$ cat src/rtl/siso_frame_pkg.sv
// ---------------------------------------------------------------------------
// siso_frame_pkg
//   Shared definitions for the SISO frame controller: FSM state encoding,
//   legal parameter ranges and a counter-width helper.
//   No ports (package).
// ---------------------------------------------------------------------------
package siso_frame_pkg;

   // Controller states, 2-bit encoding.
   typedef enum logic [1:0] {
      ST_IDLE  = 2'd0,
      ST_SHIFT = 2'd1,
      ST_GAP   = 2'd2
   } state_t;

   // Legal parameter ranges.
   localparam int WIDTH_MIN = 2;
   localparam int WIDTH_MAX = 32;
   localparam int GAP_MIN   = 0;
   localparam int GAP_MAX   = 15;

   // The gap counter must hold values 0..GAP-1.
   // When GAP is 0 it is never used, but it keeps a legal width of 1.
   function automatic int gap_cnt_width(input int gap);
      return (gap < 1) ? 1 : $clog2(gap + 1);
   endfunction

endpackage

$ cat src/rtl/siso_frame_ctrl_if.sv
// ---------------------------------------------------------------------------
// siso_frame_ctrl_if
//   Bundles the word-side handshake, the bit-serial side and the status
//   outputs of the SISO frame controller.
//   Signals:
//     in_data/in_valid/in_ready  word producer handshake
//     abort                      synchronous frame abort
//     s_out/s_valid/s_ready      serial bit handshake, s_last marks final bit
//     busy/frame_done            status
//   Modports:
//     master  producer + consumer side (drives in_*, abort, s_ready)
//     slave   the controller
// ---------------------------------------------------------------------------
interface siso_frame_ctrl_if #(
   parameter int WIDTH = 8
);
   logic [WIDTH-1:0] in_data;
   logic             in_valid;
   logic             in_ready;
   logic             abort;
   logic             s_out;
   logic             s_valid;
   logic             s_ready;
   logic             s_last;
   logic             busy;
   logic             frame_done;

   modport master (
      output in_data, in_valid, abort, s_ready,
      input  in_ready, s_out, s_valid, s_last, busy, frame_done
   );

   modport slave (
      input  in_data, in_valid, abort, s_ready,
      output in_ready, s_out, s_valid, s_last, busy, frame_done
   );
endinterface

$ cat src/rtl/siso_frame_ctrl_shift_core.sv
// ---------------------------------------------------------------------------
// shift_core
//   WIDTH-bit shift register for the frame controller. It is cleared, loaded
//   in parallel, or shifted by one place with zero fill. The direction is
//   set by MSB_FIRST.
//   Ports:
//     clk, rst_n    clock, asynchronous active-low reset
//     i_clear       clear to zero (highest priority)
//     i_load        parallel load of i_data
//     i_shift_en    shift one place toward the serial output
//     i_data        parallel word
//     o_bit         bit currently at the serial output end
// ---------------------------------------------------------------------------
module shift_core #(
   parameter int WIDTH     = 8,
   parameter int MSB_FIRST = 0
) (
   input  logic             clk,
   input  logic             rst_n,
   input  logic             i_clear,
   input  logic             i_load,
   input  logic             i_shift_en,
   input  logic [WIDTH-1:0] i_data,
   output logic             o_bit
);

   logic [WIDTH-1:0] r_sreg;
   logic [WIDTH-1:0] w_shifted;

   generate
      if (MSB_FIRST != 0) begin : g_msb_first
         assign w_shifted = {r_sreg[WIDTH-2:0], 1'b0};
         assign o_bit     = r_sreg[WIDTH-1];
      end else begin : g_lsb_first
         assign w_shifted = {1'b0, r_sreg[WIDTH-1:1]};
         assign o_bit     = r_sreg[0];
      end
   endgenerate

   always_ff @(posedge clk or negedge rst_n) begin
      if (!rst_n) begin
         r_sreg <= '0;
      end else if (i_clear) begin
         r_sreg <= '0;
      end else if (i_load) begin
         r_sreg <= i_data;
      end else if (i_shift_en) begin
         r_sreg <= w_shifted;
      end
   end

endmodule

$ cat src/rtl/siso_frame_ctrl.sv
// ---------------------------------------------------------------------------
// siso_frame_ctrl
//   Takes parallel words over a valid/ready handshake and shifts each one out
//   as WIDTH serial bits under s_ready flow control. After each frame it
//   inserts GAP idle cycles before it accepts the next word. abort drops the
//   current frame and returns the controller to IDLE on the next edge.
//   Ports:
//     clk    clock (rising edge)
//     rst_n  asynchronous active-low reset
//     bus    siso_frame_ctrl_if.slave carrying in_data/in_valid/in_ready,
//            abort, s_out/s_valid/s_ready/s_last, busy, frame_done
//   Parameters: WIDTH (2..32), GAP (0..15), MSB_FIRST (0/1)
// ---------------------------------------------------------------------------
module siso_frame_ctrl
   import siso_frame_pkg::*;
#(
   parameter int WIDTH     = 8,
   parameter int GAP       = 1,
   parameter int MSB_FIRST = 0
) (
   input  logic              clk,
   input  logic              rst_n,
   siso_frame_ctrl_if.slave  bus
);

   localparam int CW = $clog2(WIDTH);
   localparam int GW = gap_cnt_width(GAP);
   localparam logic [CW-1:0] CNT_LAST = CW'(WIDTH - 1);
   localparam logic [GW-1:0] GAP_LAST = GW'((GAP > 0) ? GAP - 1 : 0);

   state_t         r_state;
   logic [CW-1:0]  r_cnt;
   logic [GW-1:0]  r_gap_cnt;
   logic           r_s_valid;
   logic           r_s_last;
   logic           r_busy;
   logic           r_frame_done;

   logic           w_accept;
   logic           w_consume;
   logic           w_core_bit;

   // abort wins over both accept and shift, so it gates the datapath strobes.
   assign w_accept  = (r_state == ST_IDLE)  & bus.in_valid & ~bus.abort;
   assign w_consume = (r_state == ST_SHIFT) & bus.s_ready  & ~bus.abort;

   shift_core #(
      .WIDTH     (WIDTH),
      .MSB_FIRST (MSB_FIRST)
   ) u_shift_core (
      .clk        (clk),
      .rst_n      (rst_n),
      .i_clear    (bus.abort),
      .i_load     (w_accept),
      .i_shift_en (w_consume),
      .i_data     (bus.in_data),
      .o_bit      (w_core_bit)
   );

   always_ff @(posedge clk or negedge rst_n) begin
      if (!rst_n) begin
         r_state      <= ST_IDLE;
         r_cnt        <= '0;
         r_gap_cnt    <= '0;
         r_s_valid    <= 1'b0;
         r_s_last     <= 1'b0;
         r_busy       <= 1'b0;
         r_frame_done <= 1'b0;
      end else begin
         r_frame_done <= 1'b0;
         if (bus.abort) begin
            r_state   <= ST_IDLE;
            r_cnt     <= '0;
            r_gap_cnt <= '0;
            r_s_valid <= 1'b0;
            r_s_last  <= 1'b0;
            r_busy    <= 1'b0;
         end else begin
            case (r_state)
               ST_IDLE: begin
                  if (bus.in_valid) begin
                     r_state   <= ST_SHIFT;
                     r_cnt     <= '0;
                     r_s_valid <= 1'b1;
                     r_s_last  <= 1'b0;
                     r_busy    <= 1'b1;
                  end
               end
               ST_SHIFT: begin
                  if (bus.s_ready) begin
                     if (r_cnt == CNT_LAST) begin
                        // Final bit taken. Counter returns to 0, so it never wraps.
                        r_cnt        <= '0;
                        r_s_valid    <= 1'b0;
                        r_s_last     <= 1'b0;
                        r_frame_done <= 1'b1;
                        if (GAP > 0) begin
                           r_state   <= ST_GAP;
                           r_gap_cnt <= '0;
                        end else begin
                           r_state <= ST_IDLE;
                           r_busy  <= 1'b0;
                        end
                     end else begin
                        r_cnt    <= r_cnt + CW'(1);
                        // s_last is registered: it rises as the last bit reaches s_out.
                        r_s_last <= ((r_cnt + CW'(1)) == CNT_LAST);
                     end
                  end
               end
               ST_GAP: begin
                  if (r_gap_cnt == GAP_LAST) begin
                     r_state   <= ST_IDLE;
                     r_gap_cnt <= '0;
                     r_busy    <= 1'b0;
                  end else begin
                     r_gap_cnt <= r_gap_cnt + GW'(1);
                  end
               end
               default: begin
                  r_state   <= ST_IDLE;
                  r_cnt     <= '0;
                  r_gap_cnt <= '0;
                  r_s_valid <= 1'b0;
                  r_s_last  <= 1'b0;
                  r_busy    <= 1'b0;
               end
            endcase
         end
      end
   end

   // in_ready must drop in the same cycle abort is raised, so it is decoded
   // combinationally from the registered state.
   assign bus.in_ready   = (r_state == ST_IDLE) & ~bus.abort;
   assign bus.s_out      = r_s_valid & w_core_bit;
   assign bus.s_valid    = r_s_valid;
   assign bus.s_last     = r_s_last;
   assign bus.busy       = r_busy;
   assign bus.frame_done = r_frame_done;

endmodule
$ cat src/flat_wrapper.sv
// flat-port wrapper written by rule: the top's interface ports become plain ports
module siso_frame_ctrl_flat import siso_frame_pkg::*;
#(
   parameter int WIDTH     = 8,
   parameter int GAP       = 1,
   parameter int MSB_FIRST = 0
)
  (clk, rst_n, bus_in_data, bus_in_valid, bus_abort, bus_s_ready, bus_in_ready, bus_s_out, bus_s_valid, bus_s_last, bus_busy, bus_frame_done);
  siso_frame_ctrl_if #(.WIDTH(WIDTH)) bus_i ();
  input  logic clk;
  input  logic rst_n;
  input wire logic [$bits(bus_i.in_data)-1:0] bus_in_data;
  input wire logic [$bits(bus_i.in_valid)-1:0] bus_in_valid;
  input wire logic [$bits(bus_i.abort)-1:0] bus_abort;
  input wire logic [$bits(bus_i.s_ready)-1:0] bus_s_ready;
  output wire logic [$bits(bus_i.in_ready)-1:0] bus_in_ready;
  output wire logic [$bits(bus_i.s_out)-1:0] bus_s_out;
  output wire logic [$bits(bus_i.s_valid)-1:0] bus_s_valid;
  output wire logic [$bits(bus_i.s_last)-1:0] bus_s_last;
  output wire logic [$bits(bus_i.busy)-1:0] bus_busy;
  output wire logic [$bits(bus_i.frame_done)-1:0] bus_frame_done;
  assign bus_i.in_data = bus_in_data;
  assign bus_i.in_valid = bus_in_valid;
  assign bus_i.abort = bus_abort;
  assign bus_i.s_ready = bus_s_ready;
  assign bus_in_ready = bus_i.in_ready;
  assign bus_s_out = bus_i.s_out;
  assign bus_s_valid = bus_i.s_valid;
  assign bus_s_last = bus_i.s_last;
  assign bus_busy = bus_i.busy;
  assign bus_frame_done = bus_i.frame_done;
  siso_frame_ctrl #(.WIDTH(WIDTH), .GAP(GAP), .MSB_FIRST(MSB_FIRST)) u_core (.clk(clk), .rst_n(rst_n), .bus(bus_i));
endmodule
$ cat config.mk
export PLATFORM = sky130hd
export DESIGN_NAME = siso_frame_ctrl_flat
export DESIGN_NICKNAME = d
export VERILOG_FILES = /design/src/rtl/siso_frame_pkg.sv /design/src/rtl/siso_frame_ctrl_if.sv /design/src/rtl/siso_frame_ctrl_shift_core.sv /design/src/rtl/siso_frame_ctrl.sv /design/src/flat_wrapper.sv
export SDC_FILE = /design/constraint.sdc
export NUM_CORES = 1
export LEC_CHECK = 0
export CORE_MARGIN = 2
export CORE_UTILIZATION = 50
export CTS_BUF_LIST = sky130_fd_sc_hd__clkbuf_2
export CTS_CLUSTER_DIAMETER = 200
export CTS_CLUSTER_SIZE = 24
export DETAILED_ROUTE_END_ITERATION = 16
export GPL_TIMING_DRIVEN = 0
export PLACE_DENSITY = 0.79
export SLEW_MARGIN = 30
export SYNTH_ARGS = -nofsm -noshare
export SYNTH_HDL_FRONTEND = slang
export SYNTH_HIERARCHICAL = 1
export SYNTH_SLANG_ARGS = --single-unit
export TNS_END_PERCENT = 20
$ cat constraint.sdc
create_clock -name clk -period 1.9 [get_ports clk]
set_input_delay 0.38 -clock clk [delete_from_list [all_inputs] [get_ports clk]]
set_output_delay 0.38 -clock clk [all_outputs]
set_load 0.01 [all_outputs]
==> impl_metrics.toml, run 1 <==
[run_status]
outcome = "finished, final reports clean"

[setup_path]
reg2reg_depth = 4
timing.rr.start = "u_core/r_state[0]$_DFFE_PN0P_"
crit_path_max_fanout = 4
crit_path_end_kind = "output pin"
crit_end = "bus_s_out"
worstPathArrival_ns = 1.34
worstPathRequired_ns = 1.52
critPathKind = "register to output pin"
startpoint = "u_core/bus.s_valid$_DFFE_PN0P_"
timing.rr.end = "u_core/u_shift_core/r_sreg[2]$_DFFE_PN0P_"
start_kind = "register"
r2r_slack_ns = 0.21

[synthesis]
synth-seq-cells = 17
syn_inst = 80
ys_async_sr_fraction_pct = 100.0
ys_seq_area_share_pct = 48.43
synth_warnings = 6
ys_types = 25
synth-xor-area-share_pct = 0
synthMuxAreaShare_pct = 9.117
avgSynthCellArea_sq_um = 10.98
synth_flop_cell = "dfrtp_1"
synth_compound_gate_area_share_pct = 14.67
netlist_area_sq_um = 878.3
synth_fp_nets = 96
yosys.area_share.adder_pct = 4.274
synth_top_family_by_area = "simple AND/OR/NAND/NOR gates"
synthSimpleGateAreaFrac_pct = 17.52
synth-edff-count = 0

[clocking]
htreeDepth = 1
cts_tree = "done"
hold_buffers = 0
cts_buffer_depth = 2
clock-root-buffer = "clkbuf_2"
cts.sinks = 17
cts_buffers = 3
clk_pin_slew_worst_paths_ns = 0.16
clock_latency_ns = 0.27

[drt]
num_vias = 660
drt-pass1-iter-count = 4
ant_nets = 0
drt-initial-drc-count = 2
vias_per_cell = 5.546
drc = 0
avgRoutedWirePerCell_microns = 14.15
wirelength_mm = 1.684

[power]
p_total_uw = 669.9
ir_worst_vdd_v = 0.0003642
power_density_nw_per_um2 = 607.7
p_leak_nw = 0.5010

[placement]
placed_cell_area_sq_um = 1080
port_buffers = 18
pre_cts_slack_ns = -0.4704
dp_hpwl_mm = 1.212
placed_cells = 115
place.gp.congestion = 0.7163

[die]
row_count = 15
start_util_pct = 52.00
ios = 19
die_area_sq_um = 2108
die_y_microns = 45.91
core_sq_um = 1689
die_w_microns = 45.91

[global_routing]
grt_max_degree = 18
track_usage_pct = 18.10
grt_pass1_wl_mm = 2.725
grt_antenna_before_repair = 0
grt_pass1_vias = 672
overflow = 0

[timing]
setup_violations = 0
fmax_ghz = 0.5817
fin_crit_sh_pct = 90.48
finalHoldViolations = 0
min_period_ns = 1.719
max_slew_margin_pct = 50.99
tightest_slew_ns = 0.7328
worst_slack_ns = 0.1810
setup_tns_ns = 0
maxSlewViolCount = 0
hold_slack_ns = 0.5159
finalClockSkew_ns = 0.01110
grt_setup_unrepaired = "no"

[cells_and_area]
utilization_pct = 65.26
area_growth_pct = 25.50
nets = 119
stdcell_count = 119
final_cell_mix = "dfrtp_1, clkdlybuf4s50_1, nor2b_1, mux2i_1, a211oi_1"
fin_area_sq_um = 1102
antenna_cells = 0
drive_gt1_share_pct = 10.78
final_common_cell = "dfrtp_1"

[run]
maxCapViolations = 0

[hold_path]
hold_path_class = "input port to async pin"
## critical path: stages (launching register included)
cell             delay, ns
dfrtp_1               0.42
and2_1                0.13
clkdlybuf4s50_1       0.53
## kinds of logic after synthesis
logic type	Yosys count
compound gates	18
fa+ha+maj	3
buf+inv	8
flops	17
mux	8
simple gates	26
## worst min-delay path by stage
stage | endpoint | slack (ns) | depth (start not counted)
after global routing | u_core/u_shift_core/r_sreg[3]$_DFFE_PN0P_ | 0.55 | 1
after detailed placement | u_core/bus.busy$_DFFE_PN0P_ | 0.48 | 1
final | u_core/u_shift_core/r_sreg[4]$_DFFE_PN0P_ | 0.52 | 1
after floorplan | u_core/bus.busy$_DFFE_PN0P_ | 0.08 | 0
after CTS | u_core/bus.busy$_DFFE_PN0P_ | 0.52 | 1
after global placement | u_core/bus.busy$_DFFE_PN0P_ | 0.48 | 1
## report_power, final
group	total, mW	internal [mW]	switching (mW)
Sequential	0.395	0.381	0.0145
Clock	0.152	0.0477	0.104
Combinational	0.122	0.0669	0.0555
Total	0.670	0.496	0.174
## area by class of cell
cell class                 instances  area (sq um)
fill                             134         586.8
sequential                        17         425.4
multi-input combinational         55         405.4
timing repair buffer              18         177.7
buffer                             4         37.54
tap                               17         21.27
clock buffer                       3         15.01
inverter                           4         15.01
clock inverter                     1         5.005
## registers in the layout, indices dropped and copies added (netlist names)
name,cells
u_core/u_shift_core/r_sreg,8
u_core/r_state,2
u_core/bus.frame_done,1
u_core/bus.s_last,1
u_core/bus.s_valid,1
u_core/bus.busy,1
u_core/r_cnt,3
## cell usage after synthesis (2+ instances only)
cell type / number / area [sq um]
nand2_1: 4 / 15.01
buf_6: 2 / 22.52
ha_1: 3 / 37.54
a22o_1: 3 / 26.28
mux2i_1: 8 / 80.08
nor3_1: 3 / 15.01
nor2b_1: 9 / 56.30
a21oi_1: 3 / 15.01
a211oi_1: 7 / 52.55
inv_1: 4 / 15.01
dfrtp_1: 17 / 425.4
and2_1: 3 / 18.77
o21ai_1: 2 / 10.01
## metal layers
metal | wire (microns) | global-route usage, % | share of wire, %
met1 | 773 | 22.06 | 46
met3 | 54 | 3.571 | 3.2
met5 | 0 | 0 | 0
met4 | 9 | 5.143 | 0.53
met2 | 846 | 31.94 | 50
## repair_timing
item	in CTS	in global routing
gates resized for setup	3	0
endpoints found under the setup margin	8	0
buffers inserted	0	0
No activity file was read; power rests on OpenSTA's default activity.
==> inputs of run 2 (changes only) <==
--- a/config.mk
+++ b/config.mk
@@ -8,11 +8,11 @@
 export CORE_MARGIN = 2
 export CORE_UTILIZATION = 50
 export CTS_BUF_LIST = sky130_fd_sc_hd__clkbuf_2
-export CTS_CLUSTER_DIAMETER = 200
 export CTS_CLUSTER_SIZE = 24
 export DETAILED_ROUTE_END_ITERATION = 16
 export GPL_TIMING_DRIVEN = 0
 export PLACE_DENSITY = 0.79
+export RECOVER_POWER = 25
 export SLEW_MARGIN = 30
 export SYNTH_ARGS = -nofsm -noshare
 export SYNTH_HDL_FRONTEND = slang
==> impl_metrics.toml, run 2 (synthesis gave the netlist of run 1 again) <==
[timing]
finalHoldViolations = 0
fin_crit_sh_pct = 92.33
setup_tns_ns = 0
hold_slack_ns = 0.5202
setup_violations = 0
worst_slack_ns = 0.1457
min_period_ns = 1.754
finalClockSkew_ns = 0.01110
max_slew_margin_pct = 50.50
fmax_ghz = 0.5700
tightest_slew_ns = 0.7400
grt_setup_unrepaired = "no"
maxSlewViolCount = 0

[power]
clock_power_share_pct = 22.7
comb_power_share_pct = 18.2
power.net_switching_uw = 174.3
power_density_nw_per_um2 = 606.9
power.internal_uw = 494.7
ir_worst_vdd_v = 0.0003635
seqPwrFrac_pct = 59.1
sw_frac_of_total_pct = 26.05
p_leak_nw = 0.5015

[global_routing]
track_usage_pct = 18.10
grt_antenna_before_repair = 0
grt_pass1_wl_mm = 2.725
grt_max_degree = 18
grt_pass1_vias = 672
overflow = 0

[setup_path]
worstPathArrival_ns = 1.93
worstPathRequired_ns = 2.08
start_kind = "input port"
critPathKind = "input port to register"
crit_path_end_kind = "register"
crit_path_max_fanout = 10

[clocking]
clk_pin_slew_worst_paths_ns = 0.15
clock_latency_ns = 0.27
post_cts_buffers = 0
cts.sinks = 17
clock-root-buffer = "clkbuf_2"
cts_buffer_depth = 2
hold_buffers = 0
cts_tree = "done"
htreeDepth = 1
cts_buffers = 3

[placement]
place.gp.congestion = 0.7163
pre_cts_slack_ns = -0.4704
placed_cells = 115
dp_hpwl_mm = 1.212
port_buffers = 18

[cells_and_area]
antenna_cells = 0
drive_gt1_share_pct = 10.78
largest_reg_flops = 8
largest_register = "u_core/u_shift_core/r_sreg"
area_growth_pct = 25.50
final_cell_mix = "dfrtp_1, clkdlybuf4s50_1, nor2b_1, mux2i_1, a211oi_1"
reg_top3 = "u_core/u_shift_core/r_sreg x8, u_core/r_cnt x3, u_core/r_state x2"
stdcell_count = 119
nets = 119
final_common_cell = "dfrtp_1"

[drt]
drc = 0
wirelength_mm = 1.682
num_vias = 660
avgRoutedWirePerCell_microns = 14.13
drt-pass1-iter-count = 4
ant_nets = 0
vias_per_cell = 5.546
drt-initial-drc-count = 2

[die]
row_count = 15
ios = 19
die_w_microns = 45.91
start_util_pct = 52.00
die_y_microns = 45.91
core_sq_um = 1689
die_area_sq_um = 2108

[hold_path]
hold_path_class = "register to register"

[run]
maxCapViolations = 0

[run_status]
outcome = "finished, final reports clean"
run 2: cell types whose count changed in the layout (fill, tap and decap cells not counted), sizes merged:
cell,delta
dlygate4sd3,+2
clkdlybuf4s50,-2
run 2: final cells by class:
| type | count | area [sq um] |
|---|---|---|
| fillers | 134 | 586.8 |
| plain buffers | 4 | 37.54 |
| repair buffers | 18 | 177.7 |
| clock inverters | 1 | 5.005 |
| multi-input cells | 55 | 405.4 |
| inverters | 4 | 15.01 |
| flip-flops and latches | 17 | 425.4 |
| well taps | 17 | 21.27 |
| clock buffers | 3 | 15.01 |
run 2: per-stage QoR:
stage               cell area, sq um  utilization, %  power [mW]
CTS                             1102           65.26      0.6774
global placement                1080           63.93      0.5214
detailed placement              1080           63.93      0.5250
finish                          1102           65.26      0.6690
global route                    1102           65.26      0.7076
floorplan                      878.3               -      0.4620
run 2: critical path: stages:
cell,delay (ns)
dlygate4sd3_1,0.55
nand2b_1,0.10
nor3_2,0.38
inv_1,0.24
a211oi_1,0.27
run 2: final timing paths:
check                                                   start                                   endpoint  slack, ns  cells past startpoint
worst max-delay path                             bus_in_valid  u_core/u_shift_core/r_sreg[2]$_DFFE_PN0P_       0.15                      5
worst min-delay path              u_core/bus.busy$_DFFE_PN0P_                u_core/bus.busy$_DFFE_PN0P_       0.52                      1
worst max register to register  u_core/r_state[0]$_DFFE_PN0P_  u_core/u_shift_core/r_sreg[2]$_DFFE_PN0P_       0.21                      4
worst min register to register    u_core/bus.busy$_DFFE_PN0P_                u_core/bus.busy$_DFFE_PN0P_       0.52                      1
max in group asynchronous                               rst_n  u_core/u_shift_core/r_sreg[2]$_DFFE_PN0P_       0.85                      1
min in group asynchronous                               rst_n  u_core/u_shift_core/r_sreg[4]$_DFFE_PN0P_       0.59                      1
run 2: power by group through the flow:
stage | sequential (mW) | clock (mW) | combinational [mW]
2_1_floorplan | 0.401 | 0 | 0.0613
3_3_place_gp | 0.401 | 0 | 0.120
3_5_place_dp | 0.402 | 0 | 0.123
4_1_cts | 0.396 | 0.159 | 0.123
5_1_grt | 0.398 | 0.174 | 0.135
6_report | 0.395 | 0.152 | 0.122
run 2: repair_timing:
action                                  in CTS  in global routing
hold endpoints to repair                     0                  0
endpoints found under the setup margin       8                  0
resized for setup                            3                  0
run 2: layer usage:
layer | vias to the layer above | global-route usage [%] | wire length, microns
li1 | 326 | - | -
met1 | 322 | 22.06 | 772
met2 | 10 | 31.94 | 845
met3 | 2 | 3.571 | 54
met4 | 0 | 5.143 | 9
met5 | - | 0 | 0
==> inputs of run 3 (changes only) <==
--- a/config.mk
+++ b/config.mk
@@ -12,7 +12,7 @@
 export DETAILED_ROUTE_END_ITERATION = 16
 export GPL_TIMING_DRIVEN = 0
 export PLACE_DENSITY = 0.79
-export RECOVER_POWER = 25
+export RECOVER_POWER = 50
 export SLEW_MARGIN = 30
 export SYNTH_ARGS = -nofsm -noshare
 export SYNTH_HDL_FRONTEND = slang
==> impl_metrics.toml, run 3 (synthesis gave the netlist of run 1 again) <==
[run_status]
outcome = "finished, final reports clean"

[timing]
grt_setup_unrepaired = "no"
setup_violations = 0
min_period_ns = 1.749
tightest_slew_ns = 0.7486
maxSlewViolCount = 0
finalHoldViolations = 0
fin_crit_sh_pct = 92.08
finalClockSkew_ns = 0.007134
max_slew_margin_pct = 49.93
fmax_ghz = 0.5716

[drt]
vias_per_cell = 5.504
avgRoutedWirePerCell_microns = 13.96
drt-pass1-iter-count = 3
wirelength_mm = 1.661
drt-initial-drc-count = 2
num_vias = 655
ant_nets = 0
drc = 0

[clocking]
cts.sinks = 17
clk_pin_slew_worst_paths_ns = 0.15
htreeDepth = 1
hold_buffers = 0
clock_latency_ns = 0.27
cts_tree = "done"
cts_buffers = 3
post_cts_resized = 3
cts_buffer_depth = 2
clock-root-buffer = "clkbuf_2"
post_cts_buffers = 0

[setup_path]
crit_path_max_fanout = 10
worstPathArrival_ns = 1.93
worstPathRequired_ns = 2.08
start_kind = "input port"
critPathKind = "input port to register"
crit_path_end_kind = "register"
crit_chain = "dlygate4sd3_1, nand2b_1, nor3_2, inv_1, a211oi_1"
cp_slowest_stage_delay_ns = 0.55
r2r_slack_ns = 0.19
cp_slowest_cell = "dlygate4sd3_1"

[die]
row_count = 15
die_w_microns = 45.91
die_area_sq_um = 2108
start_util_pct = 52.00
ios = 19
core_sq_um = 1689
die_y_microns = 45.91

[cells_and_area]
final_cell_mix = "dfrtp_1, clkdlybuf4s50_1, nor2b_1, mux2i_1, a211oi_1"
reg_top3 = "u_core/u_shift_core/r_sreg x8, u_core/r_cnt x3, u_core/r_state x2"
largest_reg_flops = 8
drive_gt1_share_pct = 9.804
antenna_cells = 0
fin_area_sq_um = 1096
area_growth_pct = 24.79
stdcell_count = 119
nets = 119
final_common_cell = "dfrtp_1"
largest_register = "u_core/u_shift_core/r_sreg"

[global_routing]
grt_pass1_vias = 672
grt_pass1_wl_mm = 2.725
grt_antenna_before_repair = 0
track_usage_pct = 18.10
overflow = 0
grt_max_degree = 18

[placement]
placed_cell_area_sq_um = 1080
placed_cells = 115
place.gp.congestion = 0.7163
dp_hpwl_mm = 1.212
port_buffers = 18

[run]
maxCapViolations = 0

[power]
power_density_nw_per_um2 = 610.2
ir_worst_vdd_v = 0.0003639
p_leak_nw = 0.5025
p_total_uw = 668.8

[hold_path]
hold_path_class = "register to register"
==> run 3: changes by cell type in the layout (fill, tap and decap cells not counted) <==
| cell | change |
|---|---|
| nor2_1 | +1 |
| and3_4 | -1 |
| nor2_2 | -1 |
| and3_2 | +1 |
==> run 3: path summary, 6_finish.rpt <==
path,cells past startpoint,from,to
max in group asynchronous,1,rst_n,u_core/u_shift_core/r_sreg[2]$_DFFE_PN0P_
worst min register to register,1,u_core/bus.busy$_DFFE_PN0P_,u_core/bus.busy$_DFFE_PN0P_
worst min-delay path,1,u_core/bus.busy$_DFFE_PN0P_,u_core/bus.busy$_DFFE_PN0P_
worst max-delay path,5,bus_in_valid,u_core/u_shift_core/r_sreg[2]$_DFFE_PN0P_
min in group asynchronous,1,rst_n,u_core/u_shift_core/r_sreg[4]$_DFFE_PN0P_
worst max register to register,7,u_core/r_state[1]$_DFFE_PN0P_,u_core/u_shift_core/r_sreg[7]$_DFFE_PN0P_
==> run 3: layout make-up <==
class                   count  area (sq um)
fillers                   137         593.1
flip-flops and latches     17         425.4
multi-input cells          55         399.1
repair buffers             18         177.7
plain buffers               4         37.54
well taps                  17         21.27
clock buffers               3         15.01
inverters                   4         15.01
clock inverters             1         5.005
==> run 3: layer usage <==
metal / up-vias / global-route usage (%) / routed length, microns / share of wire (%)
met5: - / 0 / 0 / 0
met4: 0 / 5.143 / 9 / 0.54
met3: 2 / 3.571 / 54 / 3.3
met2: 10 / 31.94 / 832 / 50
met1: 317 / 22.06 / 765 / 46
li1: 326 / - / - / -
==> run 3: power breakdown <==
group          total, mW  internal, mW  leakage (nW)  switching [mW]
Sequential         0.395         0.381         0.229          0.0146
Clock              0.153        0.0478        0.0164           0.105
Combinational      0.120        0.0653         0.257          0.0550
Total              0.669         0.494         0.503           0.175
==> run 3: per-stage QoR <==
stage                     worst slack [ns]  TNS, ns  util [%]  hold slack [ns]
after floorplan                     0.3752        0         -          0.08441
after global placement             -0.4376   -3.339     63.93           0.4801
after detailed placement           -0.4704   -3.535     63.93           0.4829
after CTS                           0.1560        0     65.26           0.5234
after global routing               0.02114        0     64.89           0.5625
final                               0.1506        0     64.89           0.5198
==> run 3: critical path, delay by kind of cell <==
family / cells / cell delay (ns)
compound gates: 1 / 0.27
simple gates: 2 / 0.48
buf+inv: 2 / 0.79
